==> config.mk <==
export PLATFORM = sky130hd
export DESIGN_NAME = bomber_info_status_ctrl
export DESIGN_NICKNAME = d
export VERILOG_FILES = /design/src/rtl/bomber_info_status_ctrl.sv
export SDC_FILE = /design/constraint.sdc
export NUM_CORES = 1
export LEC_CHECK = 0
export ABC_AREA = 1
export CAP_MARGIN = 20
export CELL_PAD_IN_SITES_DETAIL_PLACEMENT = 2
export CELL_PAD_IN_SITES_GLOBAL_PLACEMENT = 2
export CORE_UTILIZATION = 36
export CTS_CLUSTER_DIAMETER = 150
export DETAILED_ROUTE_END_ITERATION = 8
export GPL_ROUTABILITY_DRIVEN = 0
export PLACE_DENSITY_LB_ADDON = 0.25
export SETUP_SLACK_MARGIN = 0.3
export SLEW_MARGIN = 20
export SYNTH_ARGS = -nofsm -noshare
export SYNTH_HDL_FRONTEND = slang
export SYNTH_SLANG_ARGS = --single-unit
==> constraint.sdc <==
create_clock -name i_pclk -period 2.8 [get_ports i_pclk]
set_clock_uncertainty 0.05 [all_clocks]
set_input_delay 0.84 -clock i_pclk [delete_from_list [all_inputs] [get_ports i_pclk]]
set_output_delay 0.84 -clock i_pclk [all_outputs]
set_load 0.02 [all_outputs]
==> src/rtl/bomber_info_status_ctrl.sv <==
// ----------------------------------------------------------------------------
// bomber_info_status_ctrl
//
// Builds the per-player status words shown by the player-info text overlay.
// At the start of each vertical blank, the raw player state of both players
// is snapshotted. The four X/Y positions are then converted one per cycle
// into a tens bit plus a units nibble, with out-of-range positions clamped to
// POS_MAX. The two finished words are committed to the active bank together,
// so the overlay never sees one player updated and the other not.
//
// Status word layout:
//   [0] X tens, [4:1] X units, [5] Y tens, [9:6] Y units,
//   [11:10] lives, [13:12] bombs
//
// Ports:
//   i_pclk        pixel clock
//   i_rst         synchronous active-high reset
//   i_vblnk       vertical blanking from the timing chain
//   i_p1_*        player 1 raw state (binary position, lives, bombs)
//   i_p2_*        player 2 raw state
//   i_axi_addr    overlay player select (0 = player 1, 1 = player 2)
//   o_axi_data    active status word of the selected player (combinational)
//   o_busy        capture/convert/commit sequence in progress
//   o_frame_done  one-cycle pulse after each commit
//   o_range_err   a position was clamped in the last committed frame
// ----------------------------------------------------------------------------
module bomber_info_status_ctrl #(
  parameter int POS_WIDTH = 5,
  parameter int POS_MAX   = 19   // tens digit is one bit, so at most 19
) (
  input  logic                 i_pclk,
  input  logic                 i_rst,
  input  logic                 i_vblnk,
  input  logic [POS_WIDTH-1:0] i_p1_pos_x,
  input  logic [POS_WIDTH-1:0] i_p1_pos_y,
  input  logic [1:0]           i_p1_lives,
  input  logic [1:0]           i_p1_bombs,
  input  logic [POS_WIDTH-1:0] i_p2_pos_x,
  input  logic [POS_WIDTH-1:0] i_p2_pos_y,
  input  logic [1:0]           i_p2_lives,
  input  logic [1:0]           i_p2_bombs,
  input  logic                 i_axi_addr,
  output logic [13:0]          o_axi_data,
  output logic                 o_busy,
  output logic                 o_frame_done,
  output logic                 o_range_err
);

  localparam logic [1:0] S_IDLE   = 2'd0;
  localparam logic [1:0] S_CONV   = 2'd1;
  localparam logic [1:0] S_COMMIT = 2'd2;

  localparam logic [POS_WIDTH-1:0] POS_MAX_V = POS_WIDTH'(POS_MAX);
  localparam logic [POS_WIDTH-1:0] TEN       = POS_WIDTH'(10);

  logic [1:0]           state;
  logic                 vblnk_q;
  logic [1:0]           idx;
  logic                 clamp_flag;
  logic                 frame_done_q;
  logic                 range_err_q;

  // Snapshot order matches the conversion index: p1x, p1y, p2x, p2y.
  logic [POS_WIDTH-1:0] snap_pos   [4];
  logic [1:0]           snap_lives [2];
  logic [1:0]           snap_bombs [2];

  logic [13:0]          shadow [2];
  logic [13:0]          active [2];

  logic                 vblank_start;
  logic [POS_WIDTH-1:0] cur_pos;
  logic                 cur_over;
  logic [POS_WIDTH-1:0] cur_clamped;
  logic                 cur_tens;
  logic [3:0]           cur_units;
  logic [4:0]           cur_digits;

  assign vblank_start = i_vblnk & ~vblnk_q;

  // Conversion of the position selected by idx. Clamping first guarantees
  // the value fits a 1-bit tens digit, so one subtraction of 10 suffices.
  always_comb begin
    cur_pos     = snap_pos[idx];
    cur_over    = (cur_pos > POS_MAX_V);
    cur_clamped = cur_over ? POS_MAX_V : cur_pos;
    cur_tens    = (cur_clamped >= TEN);
    cur_units   = 4'(cur_tens ? (cur_clamped - TEN) : cur_clamped);
    cur_digits  = {cur_units, cur_tens};
  end

  always_ff @(posedge i_pclk) begin
    if (i_rst) begin
      state        <= S_IDLE;
      // A vblank already in progress at reset release must not look like
      // a fresh start edge.
      vblnk_q      <= 1'b1;
      idx          <= 2'd0;
      clamp_flag   <= 1'b0;
      frame_done_q <= 1'b0;
      range_err_q  <= 1'b0;
      // NOTE: these arrays are a handful of flops, not a RAM, so they are
      // reset like any other register; that is what makes a mid-sequence
      // reset leave zeros on the overlay instead of a partial frame.
      for (int i = 0; i < 4; i++) snap_pos[i] <= '0;
      for (int i = 0; i < 2; i++) begin
        snap_lives[i] <= 2'd0;
        snap_bombs[i] <= 2'd0;
        shadow[i]     <= 14'd0;
        active[i]     <= 14'd0;
      end
    end else begin
      // NOTE: non-blocking assignments throughout, so every register in
      // this block samples the pre-edge values of every other one.
      vblnk_q      <= i_vblnk;
      frame_done_q <= 1'b0;

      case (state)
        S_IDLE: begin
          if (vblank_start) begin
            snap_pos[0]   <= i_p1_pos_x;
            snap_pos[1]   <= i_p1_pos_y;
            snap_pos[2]   <= i_p2_pos_x;
            snap_pos[3]   <= i_p2_pos_y;
            snap_lives[0] <= i_p1_lives;
            snap_lives[1] <= i_p2_lives;
            snap_bombs[0] <= i_p1_bombs;
            snap_bombs[1] <= i_p2_bombs;
            idx           <= 2'd0;
            clamp_flag    <= 1'b0;
            state         <= S_CONV;
          end
        end

        S_CONV: begin
          if (cur_over) clamp_flag <= 1'b1;

          case (idx)
            2'd0:    shadow[0][4:0] <= cur_digits;
            2'd1:    shadow[0][9:5] <= cur_digits;
            2'd2:    shadow[1][4:0] <= cur_digits;
            default: shadow[1][9:5] <= cur_digits;
          endcase

          if (idx == 2'd0) begin
            shadow[0][13:10] <= {snap_bombs[0], snap_lives[0]};
            shadow[1][13:10] <= {snap_bombs[1], snap_lives[1]};
          end

          idx <= idx + 2'd1;
          if (idx == 2'd3) state <= S_COMMIT;
        end

        S_COMMIT: begin
          active[0]    <= shadow[0];
          active[1]    <= shadow[1];
          range_err_q  <= clamp_flag;
          frame_done_q <= 1'b1;
          state        <= S_IDLE;
        end

        // NOTE: the unused encoding falls back to IDLE so a corrupted state
        // register cannot lock the controller up.
        default: state <= S_IDLE;
      endcase
    end
  end

  assign o_axi_data   = active[i_axi_addr];
  assign o_busy       = (state != S_IDLE);
  assign o_frame_done = frame_done_q;
  assign o_range_err  = range_err_q;

endmodule

==> results of run 1 <==
[sequential cells by signal, indices dropped and copies added, names as in the netlist, named ones only]
register	cells
snap_bombs	4
state	2
o_frame_done	1
shadow	28
vblnk_q	1
active	28
snap_lives	4
idx	2
clamp_flag	1
snap_pos	20
o_range_err	1
[worst max-delay path: cells and delay by family]
family                 cells  cell delay (ns)
buffers and inverters      3             0.40
muxes                      1             0.34
[where the power goes]
group / switching (mW) / leakage [nW] / total, mW / internal [mW]
clock: 0.488 / 0.122 / 1.09 / 0.598
sequential: 0.0238 / 0.953 / 1.61 / 1.59
combinational: 0.156 / 1.08 / 0.270 / 0.115
total: 0.667 / 2.15 / 2.97 / 2.30
[placed cells by master (no fill, tap or decap), types with 2 or more instances in the layout]
master                            instances
sky130_fd_sc_hd__edfxtp_1                84
sky130_fd_sc_hd__inv_1                   80
sky130_fd_sc_hd__nor2_1                  76
sky130_fd_sc_hd__nand2_1                 43
sky130_fd_sc_hd__clkdlybuf4s50_1         33
sky130_fd_sc_hd__nand3_1                 13
sky130_fd_sc_hd__mux2_2                  13
sky130_fd_sc_hd__buf_2                   12
sky130_fd_sc_hd__nand2_2                  9
sky130_fd_sc_hd__dfxtp_1                  9
sky130_fd_sc_hd__clkbuf_16                9
sky130_fd_sc_hd__inv_2                    8
sky130_fd_sc_hd__a21oi_1                  6
sky130_fd_sc_hd__ha_1                     6
sky130_fd_sc_hd__buf_4                    6
sky130_fd_sc_hd__nand3_2                  5
sky130_fd_sc_hd__clkbuf_1                 3
sky130_fd_sc_hd__buf_6                    3
sky130_fd_sc_hd__buf_12                   3
sky130_fd_sc_hd__nand2_4                  2
sky130_fd_sc_hd__nor2_2                   2
sky130_fd_sc_hd__o21ai_1                  2
sky130_fd_sc_hd__clkinv_1                 2
[path summary, 6_finish.rpt]
| kind | start | end | slack (ns) | cells after the start |
|---|---|---|---|---|
| max | i_axi_addr | o_axi_data[13] | 0.32 | 4 |
| min | state[0] | state[0] | 0.41 | 1 |
| max reg2reg | flip-flop | shadow[0][2] | 0.50 | 15 |
| min reg2reg | state[0] | state[0] | 0.41 | 1 |
[kinds of logic (layout without fill, tap and decap cells)]
logic type	Yosys count	count (layout)	synth area share
AND/OR/NAND/NOR	152	152	0.164
multiplexers	14	14	0.0387
adder cells (fa/ha/maj)	6	6	0.0184
AO/OA/AOI/OAI	13	13	0.0190
buffers and inverters	97	161	0.0926
flip-flops	94	94	0.667
[what timing repair did]
item | CTS | global route
hold buffers | 0 | 0
endpoints found under the setup margin | 17 | 5
endpoints found under the hold margin | 0 | 0
resized for setup | 67 | 2
pin swaps | 0 | 0
setup buffers | 0 | 0
gates cloned | 0 | 0
[metrics by stage]
stage	setup WS, ns	hold slack, ns
5_1_grt	0.298	0.458
3_5_place_dp	-0.502	0.407
6_report	0.323	0.412
4_1_cts	0.311	0.419
2_1_floorplan	0.478	0.384
3_3_place_gp	-0.459	0.405
[area by class of cell]
cell class	instances	share of cell area
clock buffers	12	0.0473
clock inverters	4	0.00475
inverters	88	0.0660
multi-input cells	185	0.197
flip-flops and latches	94	0.544
well taps	140	0.0350
repair buffers	57	0.106
[routing by layer]
metal  part of all wire  GRT usage  up-vias
met5                  0          0        -
met4              0.017     0.0743        0
met3              0.027     0.0344       10
met2               0.57      0.302       37
met1               0.38      0.157     1282
li1                   -          -     1297
==> out/qor.txt, run 1 <==
Run status -> complete, no violations
Multi-input gate area in the final layout -> 985 sq um
Placeable core region -> 10900 sq um
Number of routed nets with antenna violations -> 0
Commonest cells post-synth -> sky130_fd_sc_hd__edfxtp_1 (84), sky130_fd_sc_hd__inv_1 (80), sky130_fd_sc_hd__nor2_1 (77)
Global-route wire length before repair -> 13.5 mm
Post-synthesis cell type count -> 27
Num rows -> 38
Sequential fraction of the synthesis area -> 0.667
Path type of the worst setup path -> in -> out
Net count after synthesis -> 414
Insertion delay of the later-clocked pin in the worst-skew pair -> 0.34 ns
Final Hold Fails -> 0
Inserted Clock Buffers -> 9
Clock period minus final worst setup slack -> 2.48 ns
Count of max-cap constraint violations -> 0
Synth top area share -> 0.618
Placed cell count -> 564
Pin count of the biggest net entering global routing -> 30
Cell area after synthesis -> 4080 sq um
Clock tree sinks -> 94
Post-detailed-route via-to-cell ratio -> 4.53
Final HPWL from detailed placement -> 6.28 mm
Instance count of the mapped netlist -> 376
CP Launch Type -> input pin
Routed wire length per instance -> 14.3 microns
Setup TNS -> 0 ns
# IOs -> 49
Flip-flop and latch area -> 2720 sq um
Hold crit path type -> reg -> reg
Yosys warns -> 0
Area of all placed cells without fillers -> 5000 sq um
Cell taking the most area after synthesis -> sky130_fd_sc_hd__edfxtp_1
Overflow left after global routing -> 0
Die extent in x -> 108 microns
Clock tree from TritonCTS -> done
Pre-antenna DRT Iters -> 4
Post-synthesis average cell area -> 10.8 sq um
Worst EP arrival -> 1.59 ns
# fillers -> 1163
Normalized max-slew margin -> 0.514
Maximum level of the CTS H-tree -> 3
Primary flip-flop cell chosen by synthesis mapping -> sky130_fd_sc_hd__edfxtp_1
CTS Buffer Depth -> 2
Count of input and output buffers -> 48
Worst voltage drop across the vdd grid -> 0.000236 V
Delay of the slowest critical-path stage -> 0.34 ns
Starting density of the core -> 0.373
Synthesis-to-finish area growth -> 22.7%
Final setup viols -> 0
Asr flop ratio synth -> 0
Net count, final -> 473
Cell chain of the critical path -> buf_2 -> buf_6 -> mux2_2 -> buf_4
Buffer type at the clock tree root -> sky130_fd_sc_hd__clkbuf_16
Worst Setup End Kind -> primary output
Starting DRC count in detailed routing -> 48
Synthesis-stage register bit count -> 94
Final routed wirelength across all metal layers -> 8.29 mm
Share of final-layout standard cells stronger than drive strength 1 -> 0.175
Crit share post-route -> 0.885
Cell at the slowest stage of the critical path -> sky130_fd_sc_hd__mux2_2
Total count of max-transition violations in the final report -> 0
Count of flip-flops with a built-in enable after synthesis -> 84
Via count of the first global-routing pass -> 2806
Unrepaired setup endpoints after global routing -> true
Post-Layout Cell Count -> 580
Power per cell area -> 593 nW/um^2
Number of antenna violations at the first check in global routing -> 0
Die Footprint -> 11800 sq um
Most area-consuming cells after synthesis -> sky130_fd_sc_hd__edfxtp_1 (62%), sky130_fd_sc_hd__inv_1 (7.4%), sky130_fd_sc_hd__nor2_1 (7.1%)
Post-route total power -> 2.97 mW
Antenna Diode Count -> 0
Peak Freq -> 404 MHz
Required time at the endpoint of the critical path -> 1.91 ns
Final core area utilization -> 0.458
Count leader, synth -> sky130_fd_sc_hd__edfxtp_1
Post-detailed-placement cell area -> 4790 sq um
Residual DRC -> 0
Critical-path maximum fanout -> 7
Vias -> 2626
Die Y-Extent -> 108 microns
GRT Resource Usage Total -> 0.157
Actual slew at the worst max-slew pin -> 0.718 ns
Clock transition at the registers of the reported paths -> 0.06 ns
Leakage power -> 2.15 nW
(Power assumes the default switching activity.)
==> run 2, diff against run 1 <==
==> constraint.sdc (replaced) <==
create_clock -name i_pclk -period 2.4 [get_ports i_pclk]
set_clock_uncertainty 0.05 [all_clocks]
set_input_delay 0.72 -clock i_pclk [delete_from_list [all_inputs] [get_ports i_pclk]]
set_output_delay 0.72 -clock i_pclk [all_outputs]
set_load 0.02 [all_outputs]
==> run 2 against run 1 <==
  * Flip-flop and latch count unchanged
  * Setup slack worse by 0.087 ns
  * Sequential power up 17%
  * Hold slack better by 0.012 ns
  * First-iteration DRC count up 60%
  * Cell count up 2.1%
  * Wire length up 14%
  * Clock-buffer cell count down 2
  * Critical path depth unchanged
  * Clock power up 26%
  * Highest routed layer unchanged
==> out/qor.txt, run 2 (synthesized netlist as in run 1, its figures left out) <==
Run status -> complete, no violations
Hold crit path type -> reg -> reg
Clock tree from TritonCTS -> done
CP Launch Type -> input pin
Delay of the slowest critical-path stage -> 0.30 ns
Final core area utilization -> 0.494
Setup TNS -> 0 ns
Required time at the endpoint of the critical path -> 1.63 ns
Count of input and output buffers -> 48
Clock transition at the registers of the reported paths -> 0.06 ns
Post-detailed-route via-to-cell ratio -> 4.59
Critical-path maximum fanout -> 7
Worst EP arrival -> 1.39 ns
Final Hold Fails -> 0
Power per cell area -> 683 nW/um^2
Num rows -> 38
Maximum level of the CTS H-tree -> 3
Net count, final -> 487
Leading registers by flop count -> active (28), shadow (28), snap_pos (20)
Leading cell types in the layout, fill and taps excluded -> sky130_fd_sc_hd__edfxtp_1 (84), sky130_fd_sc_hd__inv_1 (79), sky130_fd_sc_hd__nor2_1 (74)
Count of max-cap constraint violations -> 0
Residual DRC -> 0
Pin count of the biggest net entering global routing -> 30
Routed wire length per instance -> 16.0 microns
Final setup viols -> 0
Worst Setup End Kind -> primary output
Flip-flop and latch area -> 2730 sq um
Unrepaired setup endpoints after global routing -> true
Commonest non-fill, non-tap cell in the layout -> sky130_fd_sc_hd__edfxtp_1
Cell chain of the critical path -> buf_8 -> buf_8 -> mux2_4 -> buf_6
CP startpoint -> i_axi_addr
Actual slew at the worst max-slew pin -> 0.730 ns
Starting density of the core -> 0.373
Final routed wirelength across all metal layers -> 9.47 mm
Buffer type at the clock tree root -> sky130_fd_sc_hd__clkbuf_16
Inserted Clock Buffers -> 9
CTS Buffer Depth -> 2
Vias -> 2719
Die extent in x -> 108 microns
Minimum setup slack in the final design -> 0.236 ns
GRT Resource Usage Total -> 0.165
Post-route total power -> 3.69 mW
Cell at the slowest stage of the critical path -> sky130_fd_sc_hd__mux2_4
Clock tree sinks -> 94
Number of antenna violations at the first check in global routing -> 0
# fillers -> 1119
Share of final-layout standard cells stronger than drive strength 1 -> 0.243
Synthesis-to-finish area growth -> 32.5%
Path type of the worst setup path -> in -> out
Buf/Inv on CP -> 3
Antenna Diode Count -> 0
Worst path top cell family by delay -> buffers and inverters
Startpoint of the lowest-slack hold path -> clamp_flag
Die Footprint -> 11800 sq um
Normalized max-slew margin -> 0.512
Worst voltage drop across the vdd grid -> 0.000379 V
Number of routed nets with antenna violations -> 0
Die Y-Extent -> 108 microns
Clock period minus final worst setup slack -> 2.16 ns
Overflow left after global routing -> 0
Pre-antenna DRT Iters -> 4
# IOs -> 49
Area of all placed cells without fillers -> 5410 sq um
Post-detailed-placement cell area -> 4830 sq um
Placeable core region -> 10900 sq um
Global-route wire length before repair -> 14.1 mm
Post-placement setup slack -> -0.641 ns
Multi-input gate area in the final layout -> 1130 sq um
Via count of the first global-routing pass -> 2891
CP dominant cell by count -> sky130_fd_sc_hd__buf_8
Peak Freq -> 462 MHz
Total count of max-transition violations in the final report -> 0
Crit share post-route -> 0.901
Final HPWL from detailed placement -> 6.29 mm
Insertion delay of the later-clocked pin in the worst-skew pair -> 0.34 ns
Leakage power -> 2.33 nW
Starting DRC count in detailed routing -> 77
==> run 2: per-stage QoR <==
| step | hold slack, ns | cells |
|---|---|---|
| after floorplan | 0.384 | 376 |
| after CTS | 0.428 | 582 |
| after global routing | 0.448 | 592 |
| final | 0.424 | 592 |
| after global placement | 0.404 | 568 |
| after detailed placement | 0.414 | 568 |
==> run 2: layer usage <==
metal | up-vias | global-route usage | part of all wire
li1 | 1324 | - | -
met1 | 1338 | 0.170 | 0.36
met2 | 44 | 0.313 | 0.59
met3 | 13 | 0.0380 | 0.024
met4 | 0 | 0.0763 | 0.021
met5 | - | 0 | 0
==> run 2: worst reg2reg max path: stages, from the launching register on <==
cell and delay (ns):
sky130_fd_sc_hd__dfxtp_4 0.36, sky130_fd_sc_hd__buf_12 0.14, sky130_fd_sc_hd__buf_8 0.12, sky130_fd_sc_hd__buf_4 0.13, sky130_fd_sc_hd__nand2_2 0.04, sky130_fd_sc_hd__nand2_1 0.06, sky130_fd_sc_hd__nand2_1 0.08, sky130_fd_sc_hd__nand2_2 0.09
sky130_fd_sc_hd__nor2_4 0.16, sky130_fd_sc_hd__ha_4 0.17, sky130_fd_sc_hd__o21ai_2 0.06, sky130_fd_sc_hd__inv_2 0.09, sky130_fd_sc_hd__nand3_2 0.12, sky130_fd_sc_hd__nand2_4 0.11, sky130_fd_sc_hd__nor2_4 0.04
==> run 2: worst paths after layout <==
kind	to	slack, ns	cells after the start
worst min-delay path	o_range_err	0.42	2
worst max register to register	shadow[0][8]	0.31	14
worst min register to register	o_range_err	0.42	2
worst max-delay path	o_axi_data[10]	0.24	4
==> run 2: layout make-up <==
class	instances	area share
inverter	88	0.0641
timing repair buffer	70	0.137
tap	140	0.0324
sequential	94	0.504
clock inverter	4	0.00926
clock buffer	10	0.0424
multi-input combinational	185	0.209
timing repair inverter	1	0.00116
==> run 2: repair_timing <==
| action | in CTS | in global routing |
|---|---|---|
| setup endpoints to repair | 26 | 31 |
| resized for setup | 120 | 27 |
| gates cloned | 0 | 1 |
| hold buffers | 0 | 0 |
| pin swaps | 1 | 8 |
| setup buffers | 0 | 9 |
==> run 2: where the power goes <==
| group | internal [mW] | total [mW] | switching, mW |
|---|---|---|---|
| clock network | 0.794 | 1.37 | 0.578 |
| logic | 0.202 | 0.439 | 0.237 |
| registers | 1.85 | 1.88 | 0.0275 |
==> run 3, diff against run 2 <==
--- a/config.mk
+++ b/config.mk
@@ -12,8 +12,8 @@
 export CORE_UTILIZATION = 36
 export CTS_CLUSTER_DIAMETER = 150
 export DETAILED_ROUTE_END_ITERATION = 8
-export GPL_ROUTABILITY_DRIVEN = 0
 export PLACE_DENSITY_LB_ADDON = 0.25
+export RECOVER_POWER = 100
 export SETUP_SLACK_MARGIN = 0.3
 export SLEW_MARGIN = 20
 export SYNTH_ARGS = -nofsm -noshare
==> run 3 against run 2 <==
  * Combinational power shrank 9.3%
  * Die area is the same
  * Global-route usage is the same
  * Clock-buffer cell count is the same
  * Largest cell class unchanged
  * Largest power group unchanged
==> out/qor.txt, run 3 (synthesized netlist as in run 1, its figures left out) <==
Run status -> complete, no violations
Die extent in x -> 108 microns
Final Hold Fails -> 0
Number of buffers added to fix hold violations after cts -> 0
Routability Congestion -> 0.798
Clock period minus final worst setup slack -> 2.21 ns
Endpoint of the lowest-slack register-to-register path -> shadow[0][2]
Final routed wirelength across all metal layers -> 9.55 mm
Overflow left after global routing -> 0
Die Footprint -> 11800 sq um
Net count, final -> 487
Post-detailed-route via-to-cell ratio -> 4.58
Leading cell types in the layout, fill and taps excluded -> sky130_fd_sc_hd__edfxtp_1 (84), sky130_fd_sc_hd__inv_1 (81), sky130_fd_sc_hd__nor2_1 (75)
Clock transition at the registers of the reported paths -> 0.06 ns
Post-route total power -> 3.66 mW
Critical-path maximum fanout -> 6
Post-detailed-placement cell area -> 4830 sq um
Worst Setup End Kind -> flip-flop
Maximum level of the CTS H-tree -> 3
Starting density of the core -> 0.373
Worst hold path cell count -> 1
Routed wire length per instance -> 16.1 microns
Startpoint of the lowest-slack hold path -> state[0]
# IOs -> 49
Vias -> 2714
Starting DRC count in detailed routing -> 69
Clock tree from TritonCTS -> done
Pin count of the biggest net entering global routing -> 30
Die Y-Extent -> 108 microns
Buffer type at the clock tree root -> sky130_fd_sc_hd__clkbuf_16
Commonest non-fill, non-tap cell in the layout -> sky130_fd_sc_hd__edfxtp_1
Count of input and output buffers -> 48
Power per cell area -> 695 nW/um^2
Required time at the endpoint of the critical path -> 2.42 ns
Normalized max-slew margin -> 0.514
Final HPWL from detailed placement -> 6.29 mm
Worst EP arrival -> 2.23 ns
Final core area utilization -> 0.481
Pre-antenna DRT Iters -> 4
Share of final-layout standard cells stronger than drive strength 1 -> 0.199
CP Launch Type -> flip-flop
Area of all placed cells without fillers -> 5260 sq um
Synthesis-to-finish area growth -> 28.9%
Residual DRC -> 0
Total count of max-transition violations in the final report -> 0
Hold slack -> 0.413 ns
Count of max-cap constraint violations -> 0
Inserted Clock Buffers -> 9
Hold EP -> state[0]
Number of routed nets with antenna violations -> 0
Placeable core region -> 10900 sq um
Clock tree sinks -> 94
Hold crit path type -> reg -> reg
Via count of the first global-routing pass -> 2891
Unrepaired setup endpoints after global routing -> true
Insertion delay of the later-clocked pin in the worst-skew pair -> 0.34 ns
Crit share post-route -> 0.921
Worst voltage drop across the vdd grid -> 0.000382 V
Leading registers by flop count -> active (28), shadow (28), snap_pos (20)
Peak Freq -> 453 MHz
GRT Resource Usage Total -> 0.165
Antenna Diode Count -> 0
Actual slew at the worst max-slew pin -> 0.728 ns
Final setup viols -> 0
Leakage power -> 2.25 nW
Reg2reg path depth -> 14
Num rows -> 38
Global-route wire length before repair -> 14.1 mm
CTS Buffer Depth -> 2
Number of antenna violations at the first check in global routing -> 0
Path type of the worst setup path -> reg -> reg
FF-to-FF setup slack -> 0.19 ns
-- run 3: how the worst max path moves through the flow --
stage                     from               end  cells past startpoint
finish               flip-flop      shadow[0][2]                     14
global route         flip-flop      shadow[1][3]                     14
CTS                 i_axi_addr     o_axi_data[1]                      4
detailed placement  i_axi_addr     o_axi_data[3]                      4
global placement    i_axi_addr     o_axi_data[5]                      4
floorplan                i_rst  snap_bombs[0][0]                      3
-- run 3: through the flow --
step                std cells  setup slack [ns]  setup TNS (ns)
floorplan                 376             0.286               0
global placement          568            -0.617           -8.45
detailed placement        568            -0.641           -8.75
CTS                       582             0.235               0
global route              592             0.117               0
finish                    592             0.191               0
-- run 3: critical path, cell delays in order (launching register included) --
cell	delay (ns)
sky130_fd_sc_hd__dfxtp_4	0.36
sky130_fd_sc_hd__buf_12	0.14
sky130_fd_sc_hd__buf_8	0.12
sky130_fd_sc_hd__buf_4	0.12
sky130_fd_sc_hd__nand2_2	0.05
sky130_fd_sc_hd__nand2_1	0.06
sky130_fd_sc_hd__nand2_1	0.08
sky130_fd_sc_hd__nand2_2	0.09
sky130_fd_sc_hd__nor2_4	0.16
sky130_fd_sc_hd__ha_4	0.17
sky130_fd_sc_hd__o21ai_2	0.06
sky130_fd_sc_hd__inv_1	0.11
sky130_fd_sc_hd__nand3_1	0.12
sky130_fd_sc_hd__nand2_1	0.18
sky130_fd_sc_hd__nor2_4	0.06
-- run 3: metal layers --
layer | up-vias | share of wire | global-route usage | routed length [microns]
met5 | - | 0 | 0 | 0
met4 | 0 | 0.022 | 0.0763 | 210
met3 | 15 | 0.028 | 0.0380 | 264
met2 | 44 | 0.59 | 0.313 | 5610
met1 | 1333 | 0.36 | 0.170 | 3460
li1 | 1322 | - | - | -
-- run 3: where the power goes --
group / total (mW) / switching, mW / internal, mW
clock: 1.38 / 0.582 / 0.794
sequential: 1.88 / 0.0274 / 1.85
combinational: 0.398 / 0.226 / 0.172
-- run 3: timing repair --
action	4_1_cts	5_1_grt
gates resized for setup	120	27
pin swaps	1	8
setup buffers	0	9
endpoints found under the setup margin	26	31
cloned	0	1
-- run 3: area by class of cell --
| cell class | instances | area, sq um |
|---|---|---|
| fill | 1136 | 5680 |
| timing repair inverter | 1 | 6.26 |
| multi-input combinational | 185 | 1100 |
| inverter | 88 | 347 |
| tap | 140 | 175 |
| clock inverter | 4 | 50.0 |
| timing repair buffer | 70 | 622 |
| sequential | 94 | 2730 |
| clock buffer | 10 | 229 |
